--- config.mk ---
export PLATFORM = sky130hd
export DESIGN_NAME = uart_cmd_wrapper
export DESIGN_NICKNAME = d
export VERILOG_FILES = /design/src/rtl/uart.sv /design/src/rtl/uart_cmd_wrapper.sv
export SDC_FILE = /design/constraint.sdc
export NUM_CORES = 1
export LEC_CHECK = 0
export CAP_MARGIN = 10
export CELL_PAD_IN_SITES_DETAIL_PLACEMENT = 0
export CELL_PAD_IN_SITES_GLOBAL_PLACEMENT = 1
export CORE_AREA = 2 2 105 107
export CTS_CLUSTER_SIZE = 10
export DETAILED_ROUTE_END_ITERATION = 10
export DIE_AREA = 0 0 107 109
export GPL_TIMING_DRIVEN = 0
export PLACE_DENSITY = 0.76
export SKIP_LAST_GASP = 1
export SYNTH_ARGS = -nofsm -noshare
export SYNTH_HDL_FRONTEND = slang
export SYNTH_HIERARCHICAL = 1
export SYNTH_SLANG_ARGS = --single-unit
--- constraint.sdc ---
create_clock -name clk -period 6.97 [get_ports clk]
set_clock_uncertainty 0.1 [all_clocks]
set_input_delay 0.697 -clock clk [delete_from_list [all_inputs] [get_ports clk]]
set_output_delay 0.697 -clock clk [all_outputs]
set_load 0.01 [all_outputs]
--- src/rtl/uart.sv ---
// 8-bit 8N1 UART transceiver; BAUD_DIV clk cycles per bit.
// tx_done pulses for one cycle at the end of the stop bit; rx_rdy is held until clr_rx_rdy.
module uart #(
    parameter int unsigned BAUD_DIV = 434
) (
    input  logic       clk,
    input  logic       rst_n,
    input  logic       RX,
    output logic       TX,
    input  logic [7:0] tx_data,
    input  logic       trmt,
    output logic       tx_done,
    output logic [7:0] rx_data,
    output logic       rx_rdy,
    input  logic       clr_rx_rdy
);

    logic [9:0]  tx_shift;
    logic [3:0]  tx_bits;
    logic [15:0] tx_baud;
    logic        tx_busy;

    always_ff @(posedge clk or negedge rst_n) begin
        if (!rst_n) begin
            tx_shift <= '1;
            tx_bits  <= '0;
            tx_baud  <= '0;
            tx_busy  <= 1'b0;
            tx_done  <= 1'b0;
        end else begin
            tx_done <= 1'b0;
            if (trmt) begin
                tx_shift <= {1'b1, tx_data, 1'b0};
                tx_bits  <= '0;
                tx_baud  <= '0;
                tx_busy  <= 1'b1;
            end else if (tx_busy) begin
                if (tx_baud == 16'(BAUD_DIV - 1)) begin
                    tx_baud  <= '0;
                    tx_shift <= {1'b1, tx_shift[9:1]};
                    if (tx_bits == 4'd9) begin
                        tx_busy <= 1'b0;
                        tx_done <= 1'b1;
                    end else begin
                        tx_bits <= tx_bits + 4'd1;
                    end
                end else begin
                    tx_baud <= tx_baud + 16'd1;
                end
            end
        end
    end

    assign TX = tx_shift[0];

    logic        rx_meta, rx_sync;
    logic [7:0]  rx_shift;
    logic [3:0]  rx_bits;
    logic [15:0] rx_baud;
    logic        rx_busy;

    // Samples land mid-bit: first count is half a bit, then full bits; start bit shifts out of the 8-bit register.
    always_ff @(posedge clk or negedge rst_n) begin
        if (!rst_n) begin
            rx_meta  <= 1'b1;
            rx_sync  <= 1'b1;
            rx_shift <= '0;
            rx_bits  <= '0;
            rx_baud  <= '0;
            rx_busy  <= 1'b0;
            rx_data  <= '0;
            rx_rdy   <= 1'b0;
        end else begin
            rx_meta <= RX;
            rx_sync <= rx_meta;
            if (clr_rx_rdy)
                rx_rdy <= 1'b0;
            if (!rx_busy) begin
                if (!rx_sync) begin
                    rx_busy <= 1'b1;
                    rx_baud <= 16'(BAUD_DIV / 2);
                    rx_bits <= '0;
                    rx_rdy  <= 1'b0;
                end
            end else if (rx_baud == 16'd0) begin
                rx_baud <= 16'(BAUD_DIV - 1);
                rx_bits <= rx_bits + 4'd1;
                if (rx_bits == 4'd9) begin
                    rx_busy <= 1'b0;
                    rx_rdy  <= 1'b1;
                    rx_data <= rx_shift;
                end else begin
                    rx_shift <= {rx_sync, rx_shift[7:1]};
                end
            end else begin
                rx_baud <= rx_baud - 16'd1;
            end
        end
    end

endmodule

--- src/rtl/uart_cmd_wrapper.sv ---
// Assembles two UART bytes (high first) into a 16-bit command; passes the response byte out.
// Optional inter-byte timeout enabled by defining CMD_TIMEOUT_EN.
module uart_cmd_wrapper #(
    parameter int unsigned TIMEOUT_CYCLES = 2_000_000,
    parameter int unsigned BAUD_DIV       = 434
) (
    input  logic        clk,
    input  logic        rst_n,
    input  logic        RX,
    output logic        TX,
    output logic [15:0] cmd,
    output logic        cmd_rdy,
    input  logic        clr_cmd_rdy,
    input  logic [7:0]  resp,
    input  logic        trmt,
    output logic        tx_done
);

    if (TIMEOUT_CYCLES < 2 || TIMEOUT_CYCLES > 32'h00FF_FFFF) begin : g_bad_timeout
        $error("TIMEOUT_CYCLES out of range");
    end

    typedef enum logic {IDLE, LOW} state_t;

    state_t     state, next_state;
    logic [7:0] rx_data;
    logic [7:0] high_byte;
    logic       rx_rdy, clr_rx_rdy;
    logic       cap_high, cap_low;

    uart #(.BAUD_DIV(BAUD_DIV)) u_uart (
        .clk        (clk),
        .rst_n      (rst_n),
        .RX         (RX),
        .TX         (TX),
        .tx_data    (resp),
        .trmt       (trmt),
        .tx_done    (tx_done),
        .rx_data    (rx_data),
        .rx_rdy     (rx_rdy),
        .clr_rx_rdy (clr_rx_rdy)
    );

`ifdef CMD_TIMEOUT_EN
    logic [23:0] to_cnt;
    logic        timeout_hit, drop_high;

    assign timeout_hit = (state == LOW) && (to_cnt == 24'(TIMEOUT_CYCLES - 1));

    always_ff @(posedge clk or negedge rst_n) begin
        if (!rst_n)
            to_cnt <= '0;
        else if (cap_high)
            to_cnt <= '0;
        else if (state == LOW && !rx_rdy)
            to_cnt <= to_cnt + 24'd1;
    end
`endif

    always_ff @(posedge clk or negedge rst_n) begin
        if (!rst_n)
            state <= IDLE;
        else
            state <= next_state;
    end

    always_comb begin
        next_state = state;
        clr_rx_rdy = 1'b0;
        cap_high   = 1'b0;
        cap_low    = 1'b0;
`ifdef CMD_TIMEOUT_EN
        drop_high  = 1'b0;
`endif
        case (state)
            IDLE: if (rx_rdy) begin
                clr_rx_rdy = 1'b1;
                cap_high   = 1'b1;
                next_state = LOW;
            end
            LOW: if (rx_rdy) begin
                clr_rx_rdy = 1'b1;
                cap_low    = 1'b1;
                next_state = IDLE;
            end
`ifdef CMD_TIMEOUT_EN
            // A byte arriving on the timeout cycle still wins.
            else if (timeout_hit) begin
                drop_high  = 1'b1;
                next_state = IDLE;
            end
`endif
            default: next_state = IDLE;
        endcase
    end

    always_ff @(posedge clk or negedge rst_n) begin
        if (!rst_n) begin
            high_byte <= '0;
            cmd       <= '0;
            cmd_rdy   <= 1'b0;
        end else begin
            if (cap_high)
                high_byte <= rx_data;
`ifdef CMD_TIMEOUT_EN
            else if (drop_high)
                high_byte <= '0;
`endif
            if (cap_low)
                cmd <= {high_byte, rx_data};
            if (cap_low)
                cmd_rdy <= 1'b1;
            else if (cap_high || clr_cmd_rdy)
                cmd_rdy <= 1'b0;
        end
    end

endmodule

==> Word-level counts from Yosys, hierarchy flattened <==
Index checks and enable logic that the tools add are counted.
{ "totals": {"ff_bits": 98, "in_bits": 13, "output_inout_bits": 19} }
{ "op_classes": {"n_addsub": 4, "n_eq_ne": 6, "mux": 40, "bitwise_logic": 2, "n_reduce_logical": 10} }
{ "op_table": {"columns": ["op", "count"], "rows": [
  ["$mux 16", 6],
  ["$mux 10", 3],
  ["$mux 4", 7],
  ["$mux 1", 23],
  ["$add 16x1->16 const B", 1],
  ["$eq 16x9->1 const B", 1],
  ["$logic_not 16->1", 1],
  ["$sub 16x1->16 const B", 1],
  ["$reduce_and 3->1", 3],
  ["$add 4x1->4 const B", 2],
  ["$eq 4x4->1 const B", 2],
  ["$ne 2x2->1 const B", 3],
  ["$reduce_bool 2->1", 3],
  ["$reduce_and 2->1", 2],
  ["$not 1->1", 2],
  ["$pmux 1 s2", 1],
  ["$logic_or 1x1->1", 1]
]} }

==> Depth between registers and ports, before layout <==
Gate-level depths: netlist of run 1.
{ "logic_depth": {"ltp_word": 5, "ltp_mapped": 7, "mapped_depth_nobuf": 6} }

==> Cells and area by module <==
Netlist of run 1, hierarchy kept.
{ "modules_own_cells": {"columns": ["module", "instances", "cells_each", "area_per_inst_um2"], "rows": [
  ["uart", 1, 349, 3628.5],
  ["uart_cmd_wrapper", 1, 59, 1036.0]
]} }

==> Worst setup path after synthesis of run 1 <==
Ideal clock, no wire load.
{ "synth_timing": {"kind": "flip-flop to flip-flop", "start": "register u_uart.tx_baud[1]", "end": "register u_uart.tx_bits[3]", "setup_time_ns": 0.128, "arrival_ns": 2.017, "required_ns": 6.742, "setup_slack_ns": 4.726, "path_stages_with_launch": 7, "n_path_buf": 0, "period_less_slack_ns": 2.244, "cell_sequence": "dfrtp_1 inv_1 ha_1 or3b_2 or4_4 nor3_2 mux2_1"} }
{ "synth_between": {"elab_chain_cells": 3} }
{ "synth_rtl": {"columns": ["item", "line_no", "source"], "rows": [
  ["from (decl)", "uart.sv:20", "logic [15:0] tx_baud;"],
  ["from (signal assigned)", "uart.sv:48", "tx_baud <= tx_baud + 16'd1;"],
  ["$eq 16x9->1", "uart.sv:38", "if (tx_baud == 16'(BAUD_DIV - 1)) begin"],
  ["$reduce_bool 2->1 (no line)", null, null],
  ["$reduce_and 3->1 (no line)", null, null],
  ["to (signal assigned)", "uart.sv:45", "tx_bits <= tx_bits + 4'd1;"],
  ["to (decl)", "uart.sv:19", "logic [3:0] tx_bits;"]
]} }
Every way passes these cells.
A chain may end at the register's enable or synchronous reset.

==> Final worst setup path of run 1 <==
{ "layout_timing": {"start": "register u_uart.rx_baud[0]", "end": "register u_uart.rx_data[4]"} }
{ "layout_between": {"elab_chain_cells": 2} }
{ "layout_rtl": {"columns": ["item", "line_no", "source"], "rows": [
  ["from (decl)", "uart.sv:59", "logic [15:0] rx_baud;"],
  ["from (signal assigned)", "uart.sv:81", "rx_baud <= 16'(BAUD_DIV / 2);"],
  ["from (signal assigned)", "uart.sv:86", "rx_baud <= 16'(BAUD_DIV - 1);"],
  ["from (signal assigned)", "uart.sv:96", "rx_baud <= rx_baud - 16'd1;"],
  ["$logic_not 16->1", "uart.sv:85", "end else if (rx_baud == 16'd0) begin"],
  ["$reduce_and 3->1 (no line)", null, null],
  ["to (signal assigned)", "uart.sv:91", "rx_data <= rx_shift;"],
  ["to (decl)", "uart.sv:13", "output logic [7:0] rx_data,"]
]} }
Every way passes these cells.

==> flow_metrics.py, run 1 <==
metrics = {
    "route": {
        "drtIter0Drc": 171,
        "drt.antenna.violating_nets": 0,
        "drt-total-wl_mm": 9.15,
        "wire_per_inst_um": 15.3,
        "dr.pass1.iters": 4,
        "drt-vias-per-instance": 5.58,
        "num_vias": 3325,
        "drcViolationCount": 0,
    },
    "power_and_ir_drop": {
        "peakVddDrop_uv": 80.1,
        "p_per_area_mw_per_mm2": 183,
        "leakage_nw": 2.33,
    },
    "global_route": {
        "grt_pass1_vias": 3280,
        "grt_usage_pct": 16.7,
        "grt_max_degree": 67,
        "antenna_found_initial": 0,
        "grt_overflow": 0,
        "grt_pass1_wl_mm": 15.7,
    },
    "clocking": {
        "cts_setup_buffers": 0,
        "cts_buffer_depth": 2,
        "cts.sinks": 97,
        "cts_tree": "done",
        "clkTransAtPathRegs_ns": 0.10,
        "cts_root_buf": "clkbuf_8",
        "hold_buffers": 0,
        "cts_resized": 0,
        "numCtsBuffers": 9,
        "htreeDepth": 3,
        "insertion_delay_ns": 0.37,
    },
    "floorplanning": {
        "io_pins": 32,
        "chipHeight_um": 109,
        "start_util_pct": 44.0,
        "dieArea_mm2": 0.0117,
        "die_w_um": 107,
        "rows": 38,
        "core_area_mm2": 0.0106,
    },
    "setup_path": {
        "cp.required_ns": 7.13,
        "cp_max_fo": 10,
        "cp.depth": 6,
        "cp_num_buf_inv": 1,
        "end_kind": "flop",
        "worst_ep_arrival_time_ns": 2.77,
        "slowest_stage": "nor4_4",
        "cp-start-kind": "flop",
        "crit_family": "simple AND/OR/NAND/NOR gates",
        "cp_slowest_stage_delay_ns": 0.63,
        "r2r_cells": 6,
        "path_cells": "inv_1, ha_1, nor4b_4, nand3_2, nor4_4, mux2_2",
        "path_class": "flop to flop",
    },
    "outcome": {
        "status": "finished, final reports clean",
    },
    "sta": {
        "max-slew-margin-rel_pct": 48.6,
        "min_period_ns": 2.61,
        "hold_viol": 0,
        "tightestPinTransition_ns": 0.765,
        "tns_ns": 0,
        "final.period_utilization_pct": 37.4,
        "rsz0062_at_grt": "false",
        "fin_ws_ns": 4.36,
        "drv_slew": 0,
        "fmax_ghz": 0.384,
        "finalSetupViolCount": 0,
    },
    "synthesis": {
        "yosys_warnings": 6,
        "synth_nets": 430,
        "netlist_instances": 408,
        "avgSynthCellArea_um2": 11.4,
        "async_reset_ff_share_pct": 100,
        "synth_flop_cell": "dfrtp_1",
        "netlist_area_mm2": 0.00466,
        "synth.distinct_cells": 60,
        "ys_seq_elements": 97,
        "synth-edff-count": 0,
        "seq_area_frac_synth_pct": 52.3,
    },
    "finish": {
        "diodes": 0,
        "stdcell_count": 596,
        "layout-drive-gt1-share_pct": 21.1,
        "nNetsFinal": 473,
        "areaGrowthSynthToFinish_pct": 15.3,
    },
    "worst_hold_path": {
        "hold_class": "primary input to async pin",
    },
    "job": {
        "drv_cap": 0,
    },
    "placement": {
        "gp_congestion": 0.746,
        "numPortBuffers": 31,
        "hpwlAfterDp_mm": 6.33,
        "place_ws_ns": 4.05,
        "dpl.cell_count": 580,
    },
}
==> Yosys cell counts (3+ instances only) <==
master	count	area share, %
xor2_1	7	1.3
nor4_1	6	0.80
or3_1	7	0.94
dfrtp_1	86	46
mux2_2	33	8.0
ha_1	9	2.4
or4_1	5	0.80
nor2_1	37	3.0
and4_1	3	0.56
mux2_4	9	2.9
nand2_1	18	1.4
clkbuf_1	9	0.72
o21ai_0	23	2.5
and3_1	4	0.54
dfstp_2	11	6.2
nand4_1	11	1.5
o211ai_1	5	0.80
xnor2_1	4	0.75
nor4_4	3	1.4
nand3_1	19	2.0
or2_2	3	0.40
nand2b_1	5	0.67
or4_4	3	0.72
a31oi_1	14	1.9
nor2b_1	4	0.54
a21oi_1	11	1.2
inv_1	13	1.0
nor3_1	5	0.54
==> registers in the layout, summed over array words and instances, names as in the netlist <==
| signal | cells |
|---|---|
| cmd | 16 |
| cmd_rdy | 1 |
| high_byte | 8 |
| state | 1 |
| u_uart/rx_baud | 16 |
| u_uart/rx_bits | 4 |
| u_uart/rx_busy | 1 |
| u_uart/rx_data | 8 |
| u_uart/rx_meta | 1 |
| u_uart/rx_rdy | 1 |
| u_uart/rx_shift | 8 |
| u_uart/rx_sync | 1 |
| u_uart/tx_baud | 16 |
| u_uart/tx_bits | 4 |
| u_uart/tx_busy | 1 |
| u_uart/tx_done | 1 |
| u_uart/tx_shift | 9 |
==> where the power goes <==
part | total [mW] | switching [mW] | internal, mW
clock | 0.367 | 0.225 | 0.143
combinational | 0.0370 | 0.0225 | 0.0146
sequential | 0.578 | 0.00570 | 0.572
==> cell usage in the layout, fill, tap and decap left out, drive strengths merged, types with 9 or more instances in the layout <==
cell type / n
a31oi: 14
nand2: 18
nand3: 20
inv: 17
a21oi: 11
nor2: 37
dfrtp: 86
ha: 9
clkbuf: 18
nand4: 11
o21ai: 24
clkdlybuf4s50: 30
mux2: 43
dfstp: 11
nor4: 9
==> path summary, 6_finish.rpt <==
path                       slack [ns]               from            endpoint
min in group clk                 0.26     u_uart/rx_meta      u_uart/rx_sync
hold / removal                   0.17              rst_n   u_uart/rx_baud[1]
hold reg to reg                  0.26     u_uart/rx_meta      u_uart/rx_sync
max in group asynchronous        5.91              rst_n  u_uart/tx_shift[2]
setup reg to reg                 4.36  u_uart/rx_baud[0]   u_uart/rx_data[4]
setup / recovery                 4.36  u_uart/rx_baud[0]   u_uart/rx_data[4]
==> cell families (layout without fill, tap and decap cells) <==
family,Yosys count,count (layout),synth area share (%)
XOR/XNOR,11,11,2.07
multiplexers,45,45,11.5
adder cells (fa/ha/maj),9,9,2.41
buffers and inverters,30,78,3.22
AO/OA/AOI/OAI,74,74,10.5
flip-flops,97,97,52.3
AND/OR/NAND/NOR,142,142,17.9
==> area by class of cell <==
type,instances,area [um2]
Multi-Input combinational cell,281,2070
Tap cell,140,175
Clock inverter,7,78.8
Sequential cell,97,2440
Timing Repair Buffer,32,335
Buffer,15,93.8
Clock buffer,9,124
Fill cell,956,5230
Inverter,15,56.3
==> routing by layer <==
metal / vias to the layer above / routed length, um / track usage [%]
li1: 1586 / - / -
met1: 1670 / 4470 / 22.6
met2: 58 / 4260 / 27.2
met3: 11 / 293 / 2.75
met4: 0 / 119 / 6.31
met5: - / 0 / 0
==> worst register-to-register path, delay by kind of cell (launching register included) <==
family	cells	cell delay (ns)
mux	1	0.41
flops	1	0.41
buf+inv	1	0.07
fa+ha+maj	1	0.22
simple gates	3	1.30
==> per-stage QoR <==
stage               util [%]  hold WS [ns]  area, um2  total power [mW]
detailed placement      48.8         0.250       5170             0.627
finish                  50.7         0.166       5380             0.982
CTS                     50.7         0.166       5380             0.997
global placement        48.6         0.249       5150             0.625
global route            50.7         0.186       5380              1.03
floorplan                  -         0.245       4660             0.601
No activity file was read; power rests on OpenSTA's default activity.
==> run 2, diff against run 1 <==
--- a/config.mk
+++ b/config.mk
@@ -8,12 +8,12 @@
 export CAP_MARGIN = 10
 export CELL_PAD_IN_SITES_DETAIL_PLACEMENT = 0
 export CELL_PAD_IN_SITES_GLOBAL_PLACEMENT = 1
-export CORE_AREA = 2 2 105 107
+export CORE_AREA = 2 2 108 110
 export CTS_CLUSTER_SIZE = 10
 export DETAILED_ROUTE_END_ITERATION = 10
-export DIE_AREA = 0 0 107 109
+export DIE_AREA = 0 0 110 112
 export GPL_TIMING_DRIVEN = 0
-export PLACE_DENSITY = 0.76
+export PLACE_DENSITY = 0.75
 export SKIP_LAST_GASP = 1
 export SYNTH_ARGS = -nofsm -noshare
 export SYNTH_HDL_FRONTEND = slang
==> constraint.sdc (replaced) <==
create_clock -name clk -period 2.35 [get_ports clk]
set_clock_uncertainty 0.1 [all_clocks]
set_input_delay 0.235 -clock clk [delete_from_list [all_inputs] [get_ports clk]]
set_output_delay 0.235 -clock clk [all_outputs]
set_load 0.01 [all_outputs]
==> run 2 against run 1 <==
Total power increased to 3.3 times the previous value. Worst setup slack worse by 4.3 ns. Sequential cell count did not move. Utilization down 0.37 points.
==> flow_metrics.py, run 2 (synthesis results as in run 1) <==
metrics = {
    "finish": {
        "layout_commonest_cell": "dfrtp_1",
        "fin_area_mm2": 0.00563,
        "final_cell_mix": "dfrtp_1 (83), nor2_1 (37), mux2_2 (33)",
        "post-route-util_pct": 50.4,
        "diodes": 0,
        "areaGrowthSynthToFinish_pct": 20.6,
        "layout-drive-gt1-share_pct": 24.5,
        "nNetsFinal": 487,
        "reg_top3": "cmd (16), u_uart/rx_baud (16), u_uart/tx_baud (16)",
    },
    "setup_path": {
        "cp_max_fo": 6,
        "path_class": "flop to flop",
        "cp_common_cell": "or4_4",
        "end_kind": "flop",
        "cp-start-kind": "flop",
        "worst_ep_arrival_time_ns": 2.42,
        "path_cells": "or4_4, or4_4, nor3_4, mux2_1",
        "cp_slowest_stage_delay_ns": 0.56,
        "slowest_stage": "or4_4",
        "cp.required_ns": 2.48,
    },
    "global_route": {
        "grt_pass1_wl_mm": 15.5,
        "antenna_found_initial": 0,
        "grt_pass1_vias": 3186,
        "grt_overflow": 0,
        "grt_max_degree": 73,
        "grt_usage_pct": 15.8,
    },
    "sta": {
        "tightestPinTransition_ns": 0.502,
        "hold_viol": 0,
        "drv_slew": 0,
        "finalSetupViolCount": 0,
        "max-slew-margin-rel_pct": 66.3,
        "min_period_ns": 2.29,
        "fin_ws_ns": 0.0597,
        "fmax_ghz": 0.437,
        "final.period_utilization_pct": 97.5,
    },
    "worst_hold_path": {
        "hold_class": "primary input to flop",
    },
    "route": {
        "drt.antenna.violating_nets": 0,
        "num_vias": 3357,
        "drt-vias-per-instance": 5.48,
        "dr.pass1.iters": 4,
        "drcViolationCount": 0,
        "wire_per_inst_um": 15.1,
        "drtIter0Drc": 236,
        "drt-total-wl_mm": 9.24,
    },
    "power_and_ir_drop": {
        "p_per_area_mw_per_mm2": 579,
        "totalPowerFinal_mw": 3.26,
        "leakage_nw": 2.44,
        "peakVddDrop_uv": 301,
    },
    "floorplanning": {
        "core_area_mm2": 0.0112,
        "io_pins": 32,
        "rows": 39,
        "dieArea_mm2": 0.0123,
        "chipHeight_um": 112,
        "start_util_pct": 41.7,
        "die_w_um": 110,
    },
    "placement": {
        "placed_area_mm2": 0.00518,
        "place_ws_ns": -0.252,
        "hpwlAfterDp_mm": 6.26,
        "numPortBuffers": 31,
        "gp_congestion": 0.802,
    },
    "clocking": {
        "insertion_delay_ns": 0.34,
        "htreeDepth": 3,
        "cts_buffer_depth": 2,
        "cts_root_buf": "clkbuf_16",
        "cts_tree": "done",
        "numCtsBuffers": 9,
        "clkTransAtPathRegs_ns": 0.07,
        "cts.sinks": 97,
    },
    "job": {
        "drv_cap": 0,
    },
    "outcome": {
        "status": "finished, final reports clean",
    },
}
-- run 2: report_power, final --
group | switching (mW) | internal (mW)
combinational | 0.0730 | 0.0493
sequential | 0.0135 | 1.70
clock | 0.676 | 0.748
total | 0.763 | 2.49
-- run 2: worst paths after layout --
kind | from | end | slack [ns] | cells past startpoint
worst min register to register | u_uart/rx_meta | u_uart/rx_sync | 0.26 | 0
worst max register to register | u_uart/tx_baud[11] | u_uart/tx_bits[3] | 0.06 | 4
worst max-delay path | u_uart/tx_baud[11] | u_uart/tx_bits[3] | 0.06 | 4
min in group asynchronous | rst_n | u_uart/rx_baud[0] | 0.26 | 2
worst min-delay path | RX | u_uart/rx_meta | 0.20 | 1
max in group asynchronous | rst_n | u_uart/tx_shift[8] | 1.18 | 3
-- run 2: per-layer routing --
layer | part of all wire [%] | GRT usage (%)
met1 | 47 | 21.8
met2 | 49 | 25.1
met3 | 3.0 | 2.52
met4 | 0.77 | 5.49
met5 | 0 | 0
-- run 2: stage by stage --
stage	cells	hold slack, ns	setup TNS (ns)
global route	613	0.206	-0.00187
CTS	606	0.182	0
floorplan	408	-0.161	0
finish	613	0.199	0
global placement	582	0.249	-253.76
detailed placement	583	0.0788	-3.44
-- run 2: layout make-up --
cell class                 count  area (um2)
buffer                        15        93.8
clock buffer                   9         225
clock inverter                 7        70.1
fill                        1033        5550
inverter                      15        56.3
multi-input combinational    281        2110
sequential                    97        2440
tap                          143         179
timing repair buffer          46         447
-- run 2: repair_timing --
action / in CTS / in global routing
setup buffers: 6 / 7
endpoints found under the hold margin: 23 / 0
gates resized for setup: 2 / 9
setup endpoints to repair: 19 / 20
hold buffers: 1 / 0
pin swaps: 1 / 2
-- run 2: critical path: cells and delay by family, from the launching register on --
family / cells / cell delay, ns
simple gates: 3 / 1.30
mux: 1 / 0.34
flops: 1 / 0.44
==> run 3, diff against run 2 <==
--- a/config.mk
+++ b/config.mk
@@ -9,11 +9,12 @@
 export CELL_PAD_IN_SITES_DETAIL_PLACEMENT = 0
 export CELL_PAD_IN_SITES_GLOBAL_PLACEMENT = 1
 export CORE_AREA = 2 2 108 110
-export CTS_CLUSTER_SIZE = 10
+export CTS_CLUSTER_SIZE = 14
 export DETAILED_ROUTE_END_ITERATION = 10
 export DIE_AREA = 0 0 110 112
 export GPL_TIMING_DRIVEN = 0
 export PLACE_DENSITY = 0.75
+export SKIP_CTS_REPAIR_TIMING = 1
 export SKIP_LAST_GASP = 1
 export SYNTH_ARGS = -nofsm -noshare
 export SYNTH_HDL_FRONTEND = slang
==> run 3 against run 2 <==
Worst setup slack better by 0.027 ns. Critical path depth stayed put. Clock power hardly changed. First-iteration DRC count is 8.1% lower. Cell count is 0.33% lower. Maximum frequency is 1.2% higher. Sequential share of layout area is 0.087 points higher. Combinational power hardly changed. Global-route usage is 0.11 points lower. Count of clock-buffer cells in the layout stayed put. Critical path type unchanged. Highest routed layer unchanged.
==> flow_metrics.py, run 3 (synthesis results as in run 1) <==
metrics = {
    "finish": {
        "layout-drive-gt1-share_pct": 23.7,
        "diodes": 0,
        "final_cell_mix": "dfrtp_1 (83), nor2_1 (37), mux2_2 (33)",
        "reg_top3": "cmd (16), u_uart/rx_baud (16), u_uart/tx_baud (16)",
        "nNetsFinal": 485,
        "areaGrowthSynthToFinish_pct": 20.4,
        "layout_commonest_cell": "dfrtp_1",
    },
    "route": {
        "drt-vias-per-instance": 5.48,
        "drcViolationCount": 0,
        "drt.antenna.violating_nets": 0,
        "num_vias": 3347,
        "wl_met1_mm": 4.34,
        "met2_length_mm": 4.45,
        "top_layer_used": "met4",
        "dr.pass1.iters": 4,
        "wire_per_inst_um": 14.9,
        "wl_met3_um": 255,
        "drtIter0Drc": 217,
        "drt-total-wl_mm": 9.12,
    },
    "sta": {
        "final.period_utilization_pct": 96.3,
        "tns_ns": 0,
        "fmax_ghz": 0.442,
        "tightestPinTransition_ns": 0.743,
        "min_period_ns": 2.26,
        "rsz0062_at_grt": "false",
        "hold_ws_ns": 0.200,
        "hold_viol": 0,
        "finalSetupViolCount": 0,
        "drv_slew": 0,
        "max-slew-margin-rel_pct": 49.8,
    },
    "global_route": {
        "antenna_found_initial": 0,
        "grt_max_degree": 73,
        "grt_pass1_vias": 3174,
        "grt_overflow": 0,
        "grt_pass1_wl_mm": 15.4,
        "grt_usage_pct": 15.7,
    },
    "power_and_ir_drop": {
        "totalPowerFinal_mw": 3.26,
        "peakVddDrop_uv": 300,
        "leakage_nw": 2.43,
        "p_per_area_mw_per_mm2": 580,
    },
    "placement": {
        "hpwlAfterDp_mm": 6.26,
        "gp_congestion": 0.802,
        "numPortBuffers": 31,
    },
    "setup_path": {
        "worstReg2RegStart": "u_uart/tx_baud[11]",
        "path_class": "flop to flop",
        "end_kind": "flop",
        "cp.required_ns": 2.47,
        "r2r_cells": 4,
        "worst_ep_arrival_time_ns": 2.39,
        "cp-start-kind": "flop",
        "worstReg2RegEnd": "u_uart/tx_bits[3]",
        "cp_max_fo": 6,
        "rrSetupSlack_ns": 0.09,
    },
    "clocking": {
        "numCtsBuffers": 9,
        "cts_buffer_depth": 2,
        "cts.sinks": 97,
        "clkTransAtPathRegs_ns": 0.07,
        "cts_root_buf": "clkbuf_16",
        "cts_tree": "done",
        "htreeDepth": 3,
        "insertion_delay_ns": 0.34,
    },
    "floorplanning": {
        "chipHeight_um": 112,
        "io_pins": 32,
        "dieArea_mm2": 0.0123,
        "rows": 39,
        "start_util_pct": 41.7,
        "die_w_um": 110,
        "core_area_mm2": 0.0112,
    },
    "worst_hold_path": {
        "hold_depth": 1,
        "min_from": "RX",
        "hold_class": "primary input to flop",
        "min_to": "u_uart/rx_meta",
    },
    "outcome": {
        "status": "finished, final reports clean",
    },
    "job": {
        "drv_cap": 0,
    },
}
[run 3: worst max path at each step]
stage | slack (ns) | startpoint | cells past startpoint | endpoint
final | 0.09 | u_uart/tx_baud[11] | 4 | u_uart/tx_bits[3]
after global routing | 0.02 | u_uart/tx_baud[11] | 5 | u_uart/tx_baud[15]
after CTS | -0.29 | u_uart/rx_baud[0] | 6 | u_uart/rx_data[2]
after detailed placement | -0.25 | u_uart/rx_baud[0] | 6 | u_uart/rx_data[3]
after global placement | -2.73 | rst_n | 1 | u_uart/tx_bits[0]
after floorplan | 0.11 | u_uart/tx_baud[1] | 6 | u_uart/tx_bits[3]
[run 3: per-layer routing]
metal  GRT usage (%)  vias up
met4            5.65        0
met5               0        -
met2            24.7       53
met1            21.7     1675
li1                -     1611
met3            2.58        8
[run 3: layout make-up]
| type | instances | area, um2 |
|---|---|---|
| sequential | 97 | 2440 |
| buffer | 15 | 93.8 |
| timing repair buffer | 44 | 453 |
| clock inverter | 7 | 70.1 |
| fill | 1026 | 5560 |
| tap | 143 | 179 |
| multi-input combinational | 281 | 2090 |
| clock buffer | 9 | 225 |
| inverter | 15 | 56.3 |
[run 3: through the flow]
stage               cell area (um2)  cells  worst slack, ns  utilization [%]
floorplan                      4660    408            0.106                -
global placement               5150    582            -2.73             46.1
detailed placement             5180    583           -0.252             46.3
CTS                            5470    599           -0.289             49.0
global route                   5620    611           0.0175             50.3
finish                         5620    611           0.0867             50.3
[run 3: report_power, final]
| group | switching [mW] | total (mW) | internal [mW] |
|---|---|---|---|
| clock network | 0.675 | 1.42 | 0.748 |
| registers | 0.0138 | 1.71 | 1.70 |
| logic | 0.0723 | 0.122 | 0.0494 |
[run 3: worst max-delay path, cell delays in order (launching register included)]
cell,delay (ns)
dfrtp_2,0.43
or4_4,0.55
or4_4,0.59
nor3_4,0.13
mux2_1,0.34
